**src/rtl/word_unpacker.sv**
```systemverilog
// word_unpacker: registers a packet of NUM_WORDS words and emits them one per
// transfer, most- or least-significant word first as chosen per packet.
module word_unpacker #(
  parameter int unsigned WORD_W    = 16,
  parameter int unsigned NUM_WORDS = 2,
  parameter int unsigned IDX_W     = $clog2(NUM_WORDS)
) (
  input  logic                        clk,
  input  logic                        reset,
  input  logic                        in_valid,
  output logic                        in_ready,
  input  logic [WORD_W*NUM_WORDS-1:0] in_data,
  input  logic                        msw_first,
  output logic                        out_valid,
  input  logic                        out_ready,
  output logic [WORD_W-1:0]           out_data,
  output logic [IDX_W-1:0]            out_index,
  output logic                        out_last,
  output logic                        busy
);

  typedef enum logic {
    IDLE = 1'b0,
    SEND = 1'b1
  } state_t;

  localparam logic [IDX_W-1:0] IDX_FIRST_MSW = IDX_W'(NUM_WORDS - 1);
  localparam logic [IDX_W-1:0] IDX_LAST_LSW  = IDX_W'(NUM_WORDS - 1);

  state_t                        state_q, state_d;
  logic [WORD_W*NUM_WORDS-1:0]   pkt_q, pkt_d;
  logic                          msw_q, msw_d;
  logic [IDX_W-1:0]              idx_q, idx_d;
  logic [WORD_W-1:0]             data_q, data_d;
  logic                          last_q, last_d;

  logic [WORD_W-1:0]             words [NUM_WORDS];
  logic [IDX_W-1:0]              idx_step;
  logic                          accept;
  logic                          xfer;

  assign out_valid = (state_q == SEND);
  assign busy      = out_valid;
  assign out_data  = data_q;
  assign out_index = idx_q;
  assign out_last  = last_q;
  assign in_ready  = (state_q == IDLE) || (last_q && out_ready);

  assign accept = in_valid && in_ready;
  assign xfer   = out_valid && out_ready;

  // Split the held packet into addressable words.
  always_comb begin
    for (int unsigned k = 0; k < NUM_WORDS; k++) begin
      words[k] = pkt_q[k*WORD_W +: WORD_W];
    end
  end

  // Next word position in the direction chosen for the held packet.
  always_comb begin
    idx_step = msw_q ? (idx_q - IDX_W'(1)) : (idx_q + IDX_W'(1));
  end

  // Next-state logic: a new packet takes precedence over stepping, which lets
  // the last word of one packet and the load of the next share a cycle.
  always_comb begin
    state_d = state_q;
    pkt_d   = pkt_q;
    msw_d   = msw_q;
    idx_d   = idx_q;
    data_d  = data_q;
    last_d  = last_q;
    if (accept) begin
      state_d = SEND;
      pkt_d   = in_data;
      msw_d   = msw_first;
      last_d  = 1'b0;
      if (msw_first) begin
        idx_d  = IDX_FIRST_MSW;
        data_d = in_data[(NUM_WORDS-1)*WORD_W +: WORD_W];
      end else begin
        idx_d  = '0;
        data_d = in_data[WORD_W-1:0];
      end
    end else if (xfer) begin
      if (last_q) begin
        state_d = IDLE;
        last_d  = 1'b0;
      end else begin
        idx_d  = idx_step;
        data_d = words[idx_step];
        last_d = msw_q ? (idx_step == '0) : (idx_step == IDX_LAST_LSW);
      end
    end
  end

  // State and output registers with synchronous reset.
  always_ff @(posedge clk) begin
    if (reset) begin
      state_q <= IDLE;
      pkt_q   <= '0;
      msw_q   <= 1'b0;
      idx_q   <= '0;
      data_q  <= '0;
      last_q  <= 1'b0;
    end else begin
      state_q <= state_d;
      pkt_q   <= pkt_d;
      msw_q   <= msw_d;
      idx_q   <= idx_d;
      data_q  <= data_d;
      last_q  <= last_d;
    end
  end

endmodule
```
**config.mk**
```make
export PLATFORM = sky130hd
export DESIGN_NAME = word_unpacker
export DESIGN_NICKNAME = d
export VERILOG_FILES = /design/src/rtl/word_unpacker.sv
export SDC_FILE = /design/constraint.sdc
export NUM_CORES = 1
export LEC_CHECK = 0
export CAP_MARGIN = 40
export CELL_PAD_IN_SITES_DETAIL_PLACEMENT = 0
export CELL_PAD_IN_SITES_GLOBAL_PLACEMENT = 1
export CORE_ASPECT_RATIO = 0.75
export CORE_MARGIN = 3
export CORE_UTILIZATION = 40
export DETAILED_ROUTE_END_ITERATION = 12
export MAX_ROUTING_LAYER = met4
export PLACE_DENSITY_LB_ADDON = 0.15
export SLEW_MARGIN = 20
export SYNTH_ARGS = -nofsm -noshare
export SYNTH_HDL_FRONTEND = slang
export SYNTH_SLANG_ARGS = --single-unit
export TNS_END_PERCENT = 10
```
**constraint.sdc**
```tcl
create_clock -name clk -period 3.6 [get_ports clk]
set_clock_uncertainty 0.15 [all_clocks]
set_input_delay 0.54 -clock clk [delete_from_list [all_inputs] [get_ports clk]]
set_output_delay 0.54 -clock clk [all_outputs]
set_load 0.05 [all_outputs]
```
==> results of run 1 <==
==> logic make-up (layout without fill, tap and decap cells) <==
family	Yosys count	in the layout	synth area share, %
AO/OA/AOI/OAI	104	104	25.1
buffers and inverters	49	95	9.95
multiplexers	34	34	14.9
AND/OR/NAND/NOR	43	43	8.97
XOR/XNOR	1	1	0.343
flip-flops	52	52	40.8
==> per-stage QoR <==
stage          std cells  util (%)  instance area, um^2  hold slack, ns
6_report             407      53.7                 3230           0.321
5_1_grt              407      53.7                 3230           0.341
4_1_cts              407      53.7                 3230           0.321
3_5_place_dp         399      52.2                 3140           0.301
3_3_place_gp         398      52.0                 3130           0.302
2_1_floorplan        283         -                 2550           0.300
==> cell usage after synthesis, drive strengths merged <==
cell,count
nand3,33
mux2,32
nor4bb,1
a22oi,1
and3b,2
o21ai,34
clkbuf,9
nor2b,2
nand2b,1
inv,18
a21oi,36
mux2i,2
xnor2,1
nor2,3
a21boi,1
a32oi,16
o31ai,16
buf,22
and3,1
dfxtp,52
==> layout make-up <==
cell class	count	area, um^2	share of cell area (%)
multi-input cells	182	1270	39.5
well taps	78	97.6	3.02
clock buffers	8	90.1	2.79
flip-flops and latches	52	1040	32.3
inverters	18	67.6	2.09
repair buffers	69	657	20.4
==> registers in the layout (all words and copies together) (netlist names) <==
signal and cells:
msw_q 1, out_data 16, pkt_q 32, out_last 1, out_index 1, busy 1
==> path summary, 6_finish.rpt <==
path                                  start  slack, ns  depth (start not counted)           end
worst max register to register     out_last       1.78                          5  out_data[11]
worst min-delay path            out_data[7]       0.32                          2   out_data[7]
worst max-delay path              out_ready       1.07                          4      in_ready
worst min register to register  out_data[7]       0.32                          2   out_data[7]
==> routing by layer <==
layer	up-vias	track usage, %
li1	1120	-
met1	1062	27.7
met2	65	29.4
met3	8	4.17
met4	0	5.76
met5	-	-
==> power by group through the flow <==
stage               Sequential (uW)  Clock [uW]  Combinational, uW
floorplan                       694           0                155
global placement                645           0                313
detailed placement              645           0                317
CTS                             632         354                318
global route                    637         380                341
finish                          633         341                315
==> critical path, stage by stage <==
cell and delay, ns:
clkdlybuf4s50_1 0.60, a21boi_4 0.09, inv_2 0.33, buf_4 0.28
==> impl_metrics.csv, run 1 <==
group,metric,value,unit
clock_tree,cts_resized,0,
run_status,outcome,"complete, no violations",
placed_design,gp_congestion,0.773,
global_route,grt_pass1_wl,11400,um
global_route,antenna_found_initial,0,
detailed_routing,wl_met2,2940,um
sta,slew_headroom,62.4,%
die,chipHeight,75.2,um
clock_tree,clk_latency,0.30,ns
logic_synthesis,synth_seq_cells,52,
clock_tree,cts_tree,"built",
sta,fin_ws,1.07,ns
clock_tree,cts_num_sinks,52,
critical_path,crit_required,2.91,ns
flow_run,drv_cap,0,
pwr,power,1290,uW
pwr,vdd_ir_drop_max,0.158,mV
final_layout,drive_gt1_share,16.7,%
pwr,p_int,904,uW
sta,tightest_slew,0.562,ns
pwr,sequentialPowerShare,49.1,%
detailed_routing,wirelength_met1,3370,um
detailed_routing,drtPass1Iterations,4,
final_layout,antenna_cells,0,
logic_synthesis,avgSynthCellArea,9.02,um^2
critical_path,endpoint_kind,"output pin",
detailed_routing,drt_iter0_markers,121,
clock_tree,clockRootBuffer,"clkbuf_8",
critical_path,startpoint_type,"primary input",
global_route,grt-ovfl-total,0,
sta,fin_setup_tns,0,ns
sta,fmax,0.395,GHz
detailed_routing,drt_wl_total,6790,um
logic_synthesis,synth_top_area_cell,"dfxtp_1",
placed_design,pre_cts_slack,1.01,ns
pwr,clockPowerShare,26.4,%
critical_path,critPathKind,"primary input to output pin",
final_layout,num-nets-final,365,
detailed_routing,post_drt_wl_per_cell,16.7,um
die,row_count,24,
final_layout,final_cell_mix,"55 x clkdlybuf4s50_1, 52 x dfxtp_1, 35 x a21oi_1, 34 x o21ai_0, 33 x nand3_1",
sta,hold_viol,0,
final_layout,final_common_cell,"clkdlybuf4s50_1",
detailed_routing,drc,0,
global_route,first_global_vias,2239,
pwr,combPwrFrac,24.5,%
detailed_routing,antenna_left,0,
logic_synthesis,synth_area_leaders,"dfxtp_1 41%, mux2_2 14%, a21oi_1 6.9%",
sta,setup_viol,0,
sta,min_period,2.53,ns
detailed_routing,routed.top_layer,"met4",
critical_path,arrival,1.84,ns
clock_tree,clk_pin_slew,0.09,ns
logic_synthesis,syn-num-nets,320,
logic_synthesis,synthCells,283,
clock_tree,post_cts_buffers,0,
die,core_area,0.00601,mm^2
detailed_routing,routed_via_density,5.54,
detailed_routing,met3WireLength,406,um
placed_design,hpwl,4430,um
final_layout,area_growth,26.4,%
placed_design,port_buffers,57,
critical_path,crit_fanout,23,
clock_tree,ctsHoldBuffers,0,
die,die_w,98.3,um
clock_tree,cts-htree-levels,2,
worst_hold_path,hp-class,"flip-flop to flip-flop",
logic_synthesis,synth.top_cell.area_share,40.8,%
logic_synthesis,ys_seq_area_share,40.8,%
pwr,powerDensity,399,mW/mm^2
die,initial_core_util,42.5,%
die,die_area,0.00739,mm^2
sta,finalMaxSlewViolations,0,
detailed_routing,vias,2255,
global_route,grt_max_degree,35,
global_route,grt_usage,19.9,%
pwr,switching_share,29.9,%
logic_synthesis,netlist_area,0.00255,mm^2
final_layout,nFillCells,560,
sta,timing.final.crit_share,70.3,%
sta,rsz0062_at_grt,"no",
clock_tree,cts_buffer_depth,2,
pwr,p_leak,0.00114,uW
logic_synthesis,yosysWarnings,0,
die,ios,58,
pwr,p_switching,385,uW
clock_tree,numCtsBuffers,5,
logic_synthesis,synthDistinctLibCells,27,
Note: power is estimated with default switching activity, not from simulation.
==> inputs of run 2 (changes only) <==
- CORE_UTILIZATION: 40 -> 34
- clock period: 3.6 -> 2.18 ns (I/O delays scaled with it)
==> run 2 against run 1 <==
Largest power group unchanged; first-iteration DRC count fell by 12%; register-to-register slack worse by 1.3 ns; via count shrank 0.22%; highest routed layer unchanged; utilization fell by 6.1 points.
==> impl_metrics.csv, run 2 (same netlist as run 1, synthesis figures left out) <==
group,metric,value,unit
final_layout,final_common_cell,"clkdlybuf4s50_1",
final_layout,finalNonFillerCells,432,
sta,hold_ws,0.320,ns
final_layout,multiInputGateArea,0.00127,mm^2
critical_path,rr_endpoint,"out_data[4]",
clock_tree,clk_pin_slew,0.10,ns
clock_tree,clockRootBuffer,"clkbuf_8",
placed_design,port_buffers,57,
sta,min_period,2.05,ns
die,die_area,0.00860,mm^2
sta,setup_viol,0,
final_layout,antenna_cells,0,
critical_path,crit_fanout,6,
clock_tree,cts-htree-levels,2,
die,core_area,0.00706,mm^2
detailed_routing,vias,2250,
critical_path,arrival,1.57,ns
critical_path,reg2reg_slack,0.52,ns
worst_hold_path,hold_end,"out_data[6]",
die,die_w,106,um
run_status,outcome,"complete, no violations",
global_route,first_global_vias,2173,
detailed_routing,drc,0,
sta,hold_viol,0,
critical_path,path_buf_inv,1,
die,ios,58,
sta,tightest_slew,0.590,ns
final_layout,drive_gt1_share,18.9,%
critical_path,cp_slowest_cell,"clkdlybuf4s50_1",
final_layout,seqCellArea,0.00104,mm^2
clock_tree,cts_buffer_depth,2,
worst_hold_path,hp-class,"flip-flop to flip-flop",
critical_path,path_delay_family,"buffers and inverters",
clock_tree,cts_resized,0,
critical_path,startpoint_type,"flip-flop",
pwr,vdd_ir_drop_max,0.238,mV
clock_tree,ctsHoldBuffers,0,
final_layout,area_growth,31.6,%
final_layout,regMostFlops,"pkt_q",
worst_hold_path,hold_start,"out_data[6]",
clock_tree,cts_num_sinks,52,
critical_path,critPathKind,"flip-flop to output pin",
pwr,powerDensity,673,mW/mm^2
critical_path,endpoint_kind,"output pin",
sta,rsz0062_at_grt,"no",
clock_tree,post_cts_buffers,0,
detailed_routing,drtPass1Iterations,4,
detailed_routing,drt_wl_total,7300,um
critical_path,cpPeakStageDelay,0.84,ns
die,initial_core_util,36.2,%
critical_path,crit_required,1.70,ns
sta,finalMaxSlewViolations,0,
clock_tree,cts_tree,"built",
flow_run,drv_cap,0,
final_layout,final_cell_mix,"53 x clkdlybuf4s50_1, 52 x dfxtp_1, 35 x a21oi_1, 34 x o21ai_0, 33 x nand3_1",
die,chipHeight,81.1,um
critical_path,rr_worst_depth,6,
detailed_routing,routed_via_density,5.21,
clock_tree,clk_latency,0.30,ns
die,row_count,26,
detailed_routing,drt_iter0_markers,107,
global_route,grt-ovfl-total,0,
worst_hold_path,min_path_cells,2,
global_route,grt_usage,17.9,%
final_layout,num-nets-final,370,
global_route,grt_max_degree,53,
placed_design,placed_cells,424,
final_layout,largest_reg_flops,32,
sta,slew_headroom,60.7,%
sta,fmax,0.489,GHz
clock_tree,numCtsBuffers,5,
final_layout,final_core_util,47.6,%
pwr,p_leak,0.00119,uW
final_layout,nFillCells,700,
placed_design,gp_congestion,0.744,
detailed_routing,post_drt_wl_per_cell,16.9,um
critical_path,rr_startpoint,"busy",
sta,timing.final.crit_share,93.9,%
placed_design,hpwl,4660,um
detailed_routing,antenna_left,0,
global_route,grt_pass1_wl,11900,um
global_route,antenna_found_initial,0,
critical_path,cp_cell_sequence,"clkdlybuf4s50_1",
==> run 2: cell count changes in the layout (fill, tap and decap cells not counted) <==
cell	previous run	this run
buf_12	0	5
buf_6	1	0
clkdlybuf4s50_1	55	53
buf_4	12	15
clkbuf_8	6	5
bufinv_16	0	1
clkinv_2	0	1
clkbuf_1	2	1
==> run 2: power breakdown <==
part	leakage (uW)	switching [uW]	total, uW	internal (uW)
Clock	0.0000552	318	660	341
Sequential	0.000427	32.9	1040	1010
Combinational	0.000712	312	558	246
==> run 2: through the flow <==
| step | cell area, um^2 | setup slack, ns | TNS (ns) | power, uW |
|---|---|---|---|---|
| 4_1_cts | 3360 | 0.121 | 0 | 2290 |
| 3_5_place_dp | 3250 | -0.00330 | -0.00392 | 1620 |
| 3_3_place_gp | 3250 | -0.122 | -0.705 | 1620 |
| 5_1_grt | 3360 | 0.0618 | 0 | 2370 |
| 6_report | 3360 | 0.134 | 0 | 2260 |
| 2_1_floorplan | 2550 | 0.297 | 0 | 1400 |
==> run 2: worst max path at each step <==
stage               cells past startpoint          end       from
detailed placement                      6    pkt_q[18]   in_valid
global route                            1    out_valid       busy
finish                                  1    out_valid       busy
global placement                        5  out_data[8]   in_valid
floorplan                               5  out_data[7]  out_index
CTS                                     1    out_valid       busy
==> run 2: final cells by class <==
class | instances | share of cell area [%]
Clock buffer | 6 | 2.16
Clock inverter | 2 | 1.04
Inverter | 18 | 2.01
Multi-Input combinational cell | 182 | 37.9
Sequential cell | 52 | 31.0
Tap cell | 98 | 3.65
Timing Repair Buffer | 74 | 22.3
==> run 2: per-layer routing <==
layer | vias up | track usage [%] | wire, um
met3 | 5 | 3.18 | 287
met5 | - | - | 0
met4 | 0 | 3.88 | 46
li1 | 1135 | - | -
met2 | 48 | 25.3 | 3000
met1 | 1062 | 26.6 | 3960
==> RTL change 1: new RTL, config.mk and constraints of run 2 <==
Set the parameter `WORD_W` to 32 (it was 16).
--- a/src/rtl/word_unpacker.sv
+++ b/src/rtl/word_unpacker.sv
@@ -2,5 +2,5 @@
 // transfer, most- or least-significant word first as chosen per packet.
 module word_unpacker #(
-  parameter int unsigned WORD_W    = 16,
+  parameter int unsigned WORD_W    = 32,
   parameter int unsigned NUM_WORDS = 2,
   parameter int unsigned IDX_W     = $clog2(NUM_WORDS)
Ports: changed (resized in_data and out_data); port bits go from 58 to 106. No check against the original RTL was run, so the function may have changed too.
==> RTL change 1 against run 2 <==
Count of clock-buffer cells in the layout grew 5; sequential power grew 92%; register-to-register slack lost 70 ps; maximum frequency grew 0.57%; area after synthesis grew 90%; power grew 110%; via count grew 94%; wire length grew 98%; synthesized cell count grew 90%; sequential cell count grew 48; final area grew 88%; worst setup slack gained 12 ps.
==> RTL change 1: results (changes against run 2) <==
Vias -> 4359 (+94%)
Layout filler cell count -> 1334 (+91%)
CTS Buf Count -> 9 (+4)
Pre-CTS setup slack -> 106 ps (+109 ps)
Root Driver -> clkbuf_16
DP Area -> 0.00601 mm² (+85%)
# H-tree levels -> 3 (+1)
Outcome -> finished, final reports clean
Dominant cells by area after synthesis -> dfxtp_1, mux2_2, a21oi_1
DRT Wirelength -> 14500 µm (+98%)
Synth-to-layout area growth -> 30.6%
I/O Buffers -> 105 (+84%)
Pleak -> 2.23 nW (+86%)
Worst VDD drop -> 0.387 mV (+63%)
Slew margin rel. -> 0.605 (-0.00161)
Synth Area in XOR/XNOR -> 0.00181 (-0.00162)
Hold Path Class -> in2reg
Crit path largest cell delay -> 600 ps (-240 ps)
Max FFs per register -> 64 (+100%)
Synth Area in Compound Gates -> 0.252 (+0.00108)
Final HPWL DP -> 9040 µm (+94%)
First-pass GRT wire length -> 22700 µm (+91%)
Synthesized Nets -> 608 (+90%)
Final Wtd Congestion -> 0.748 (+0.55%)
Total Nets Final -> 681 (+84%)
Max FO, Critical Path -> 20 (+14)
-- RTL change 1: cell types whose count changed in the layout (fill, tap and decap cells not counted), sizes merged, moves of 5 or more --
cell	delta
a21oi	+32
buf	+7
mux2	+32
dfxtp	+48
inv	+16
clkbuf	+5
nand3	+32
o31ai	+16
clkdlybuf4s50	+44
o21ai	+32
a32oi	+16
-- RTL change 1: where the power goes --
| part | internal, W | switching, W |
|---|---|---|
| combinational | 0.000436 | 0.000582 |
| clock | 0.00103 | 0.000685 |
| sequential | 0.00194 | 0.0000576 |
-- RTL change 1: cell type report --
cell class,count,area share
multi-input combinational,342,0.376
inverter,34,0.0206
clock inverter,4,0.0117
tap,175,0.0346
clock buffer,11,0.0383
timing repair buffer,125,0.203
sequential,100,0.316
-- RTL change 1: per-layer routing --
layer,up-vias,share of wire,track usage
met2,106,0.45,0.292
met4,0,0.0095,0.0484
met1,2115,0.49,0.250
met3,9,0.045,0.0378
li1,2129,-,-
met5,-,0,-
-- RTL change 1: cells by family after synthesis --
family,count (synthesis)
AOI/OAI and AO/OA,200
DFF,100
buffers and inverters,97
and+or+nand+nor,75
muxes,66
xor gates and xnor gates,1
-- RTL change 1: per-stage QoR --
stage                     instances  hold WS [ps]
after floorplan                 539           301
after global placement          775           302
after detailed placement        776           299
after CTS                       791           161
after global routing            791           183
final                           791           176
-- RTL change 1: final timing paths --
path,cells past startpoint,slack [ps],endpoint,from
hold reg to reg,2,310,out_data[1],out_data[1]
setup reg to reg,4,450,pkt_q[44],busy
setup / recovery,5,150,in_ready,out_ready
hold / removal,2,180,pkt_q[15],reset
==> RTL change 2: new RTL, flow settings as in run 2 <==
Without the edit above. Reset style: asynchronous (`reset`), changed in one clocked block. Comments in the files are not updated.
--- a/src/rtl/word_unpacker.sv
+++ b/src/rtl/word_unpacker.sv
@@ -96,5 +96,5 @@
 
   // State and output registers with synchronous reset.
-  always_ff @(posedge clk) begin
+  always_ff @(posedge clk or posedge reset) begin
     if (reset) begin
       state_q <= IDLE;
Check against the original RTL: differs if reset is asserted again (counterexample within 4 cycles, from zero or initial values and one cycle with reset high); with reset held inactive, the same outputs for 10 cycles.
==> RTL change 2 against run 2 <==
Sequential cell count did not move; wire length fell by 24%; first-iteration DRC count fell by 42%; utilization rose by 1.5 points; synthesized cell count fell by 39%; worst setup slack got worse by 10 ps; area after synthesis fell by 5.2%; critical path depth did not move; via count fell by 27%; sequential share of layout area rose by 9.1 points; final area fell by 3.5%; critical path type unchanged; largest cell class is now sequential cells; highest routed layer unchanged.
Power is not compared: it rests on default switching activity, and its combinational part moved more than twofold at a synthesized area within 25%.
==> RTL change 2: results (changes against run 2) <==
Outcome -> finished, final reports clean
DRT Wirelength -> 5530 µm (-24%)
Layout filler cell count -> 590 (-16%)
Path depth of the worst reg2reg path -> 3 (-3)
Antenna diodes -> 0 (unchanged)
Slew margin rel. -> 0.599 (-0.00737)
Total Nets Final -> 273 (-26%)
Drt first-iter violations -> 62 (-42%)
Main flop type after synthesis -> dfrtp_1
Post_cts resized -> 0 (unchanged)
Proportion of synthesized area in mux cells -> 0.303 (+0.154)
Top reg by flops -> pkt_q
I/O Buffers -> 57 (unchanged)
Reg2reg start -> busy
Root Driver -> clkbuf_8
Clock slew at reported path FFs -> 90 ps
Synth async-reset ratio -> 1.00 (+1.00)
CTS Buf Count -> 5 (unchanged)
Final HPWL DP -> 3830 µm (-18%)
Cell variety after synth -> 19 (-30%)
Layout cells sized above 1 -> 0.308 (+0.119)
Critical Path Slowest Stage Cell -> clkdlybuf4s50_1
Register area share after synthesis -> 0.537 (+0.130)
Synthesized Nets -> 211 (-34%)
Pleak -> 1.37 nW
DP Area -> 0.00315 mm² (-3.0%)
Hold Path Class -> in2async
R2r setup slk -> 270 ps (-250 ps)
Max FO, Critical Path -> 5 (-1)
Synth Area in Compound Gates -> 0.0796 (-0.171)
Vias -> 1641 (-27%)
Final Wtd Congestion -> 0.754 (+1.4%)
Global Route Usage Sum -> 0.148 (-0.0311)
Top cells by count, synth -> dfrtp_1, mux2_2, mux2i_1
Fmax achieved -> 486 MHz (-0.50%)
Dominant cells by area after synthesis -> dfrtp_1, mux2_2, mux2i_1
Pre-CTS setup slack -> -48.0 ps (-44.7 ps)
Synth Area in XOR/XNOR -> 0.00724 (+0.00381)
First-pass GRT wire length -> 9160 µm (-23%)
Worst R2R End -> pkt_q[2]
WP data arrival -> 1580 ps
Worst-Skew Late Latency -> 300 ps (about the same)
Vias in the first global route -> 1831 (-16%)
==> RTL change 2: layout make-up <==
| class | count | area, µm² | share of cell area |
|---|---|---|---|
| Clock buffer | 8 | 90.1 | 0.0278 |
| Inverter | 1 | 3.75 | 0.00116 |
| Multi-Input combinational cell | 109 | 1040 | 0.320 |
| Sequential cell | 52 | 1300 | 0.401 |
| Tap cell | 94 | 118 | 0.0363 |
| Timing Repair Buffer | 67 | 694 | 0.214 |
==> RTL change 2: per-stage QoR <==
stage               cells  hold slack [ps]  total power [W]
detailed placement    323              345          0.00413
global route          331              256          0.00492
CTS                   331              245          0.00470
finish                331              234          0.00464
global placement      322              338          0.00401
floorplan             174              285          0.00334
==> RTL change 2: routing by layer <==
layer / track usage / vias to the layer above / share of wire
met2: 0.243 / 43 / 0.50
li1: - / 763 / -
met1: 0.188 / 830 / 0.44
met3: 0.0316 / 5 / 0.049
met4: 0.0349 / 0 / 0.0072
met5: - / - / 0
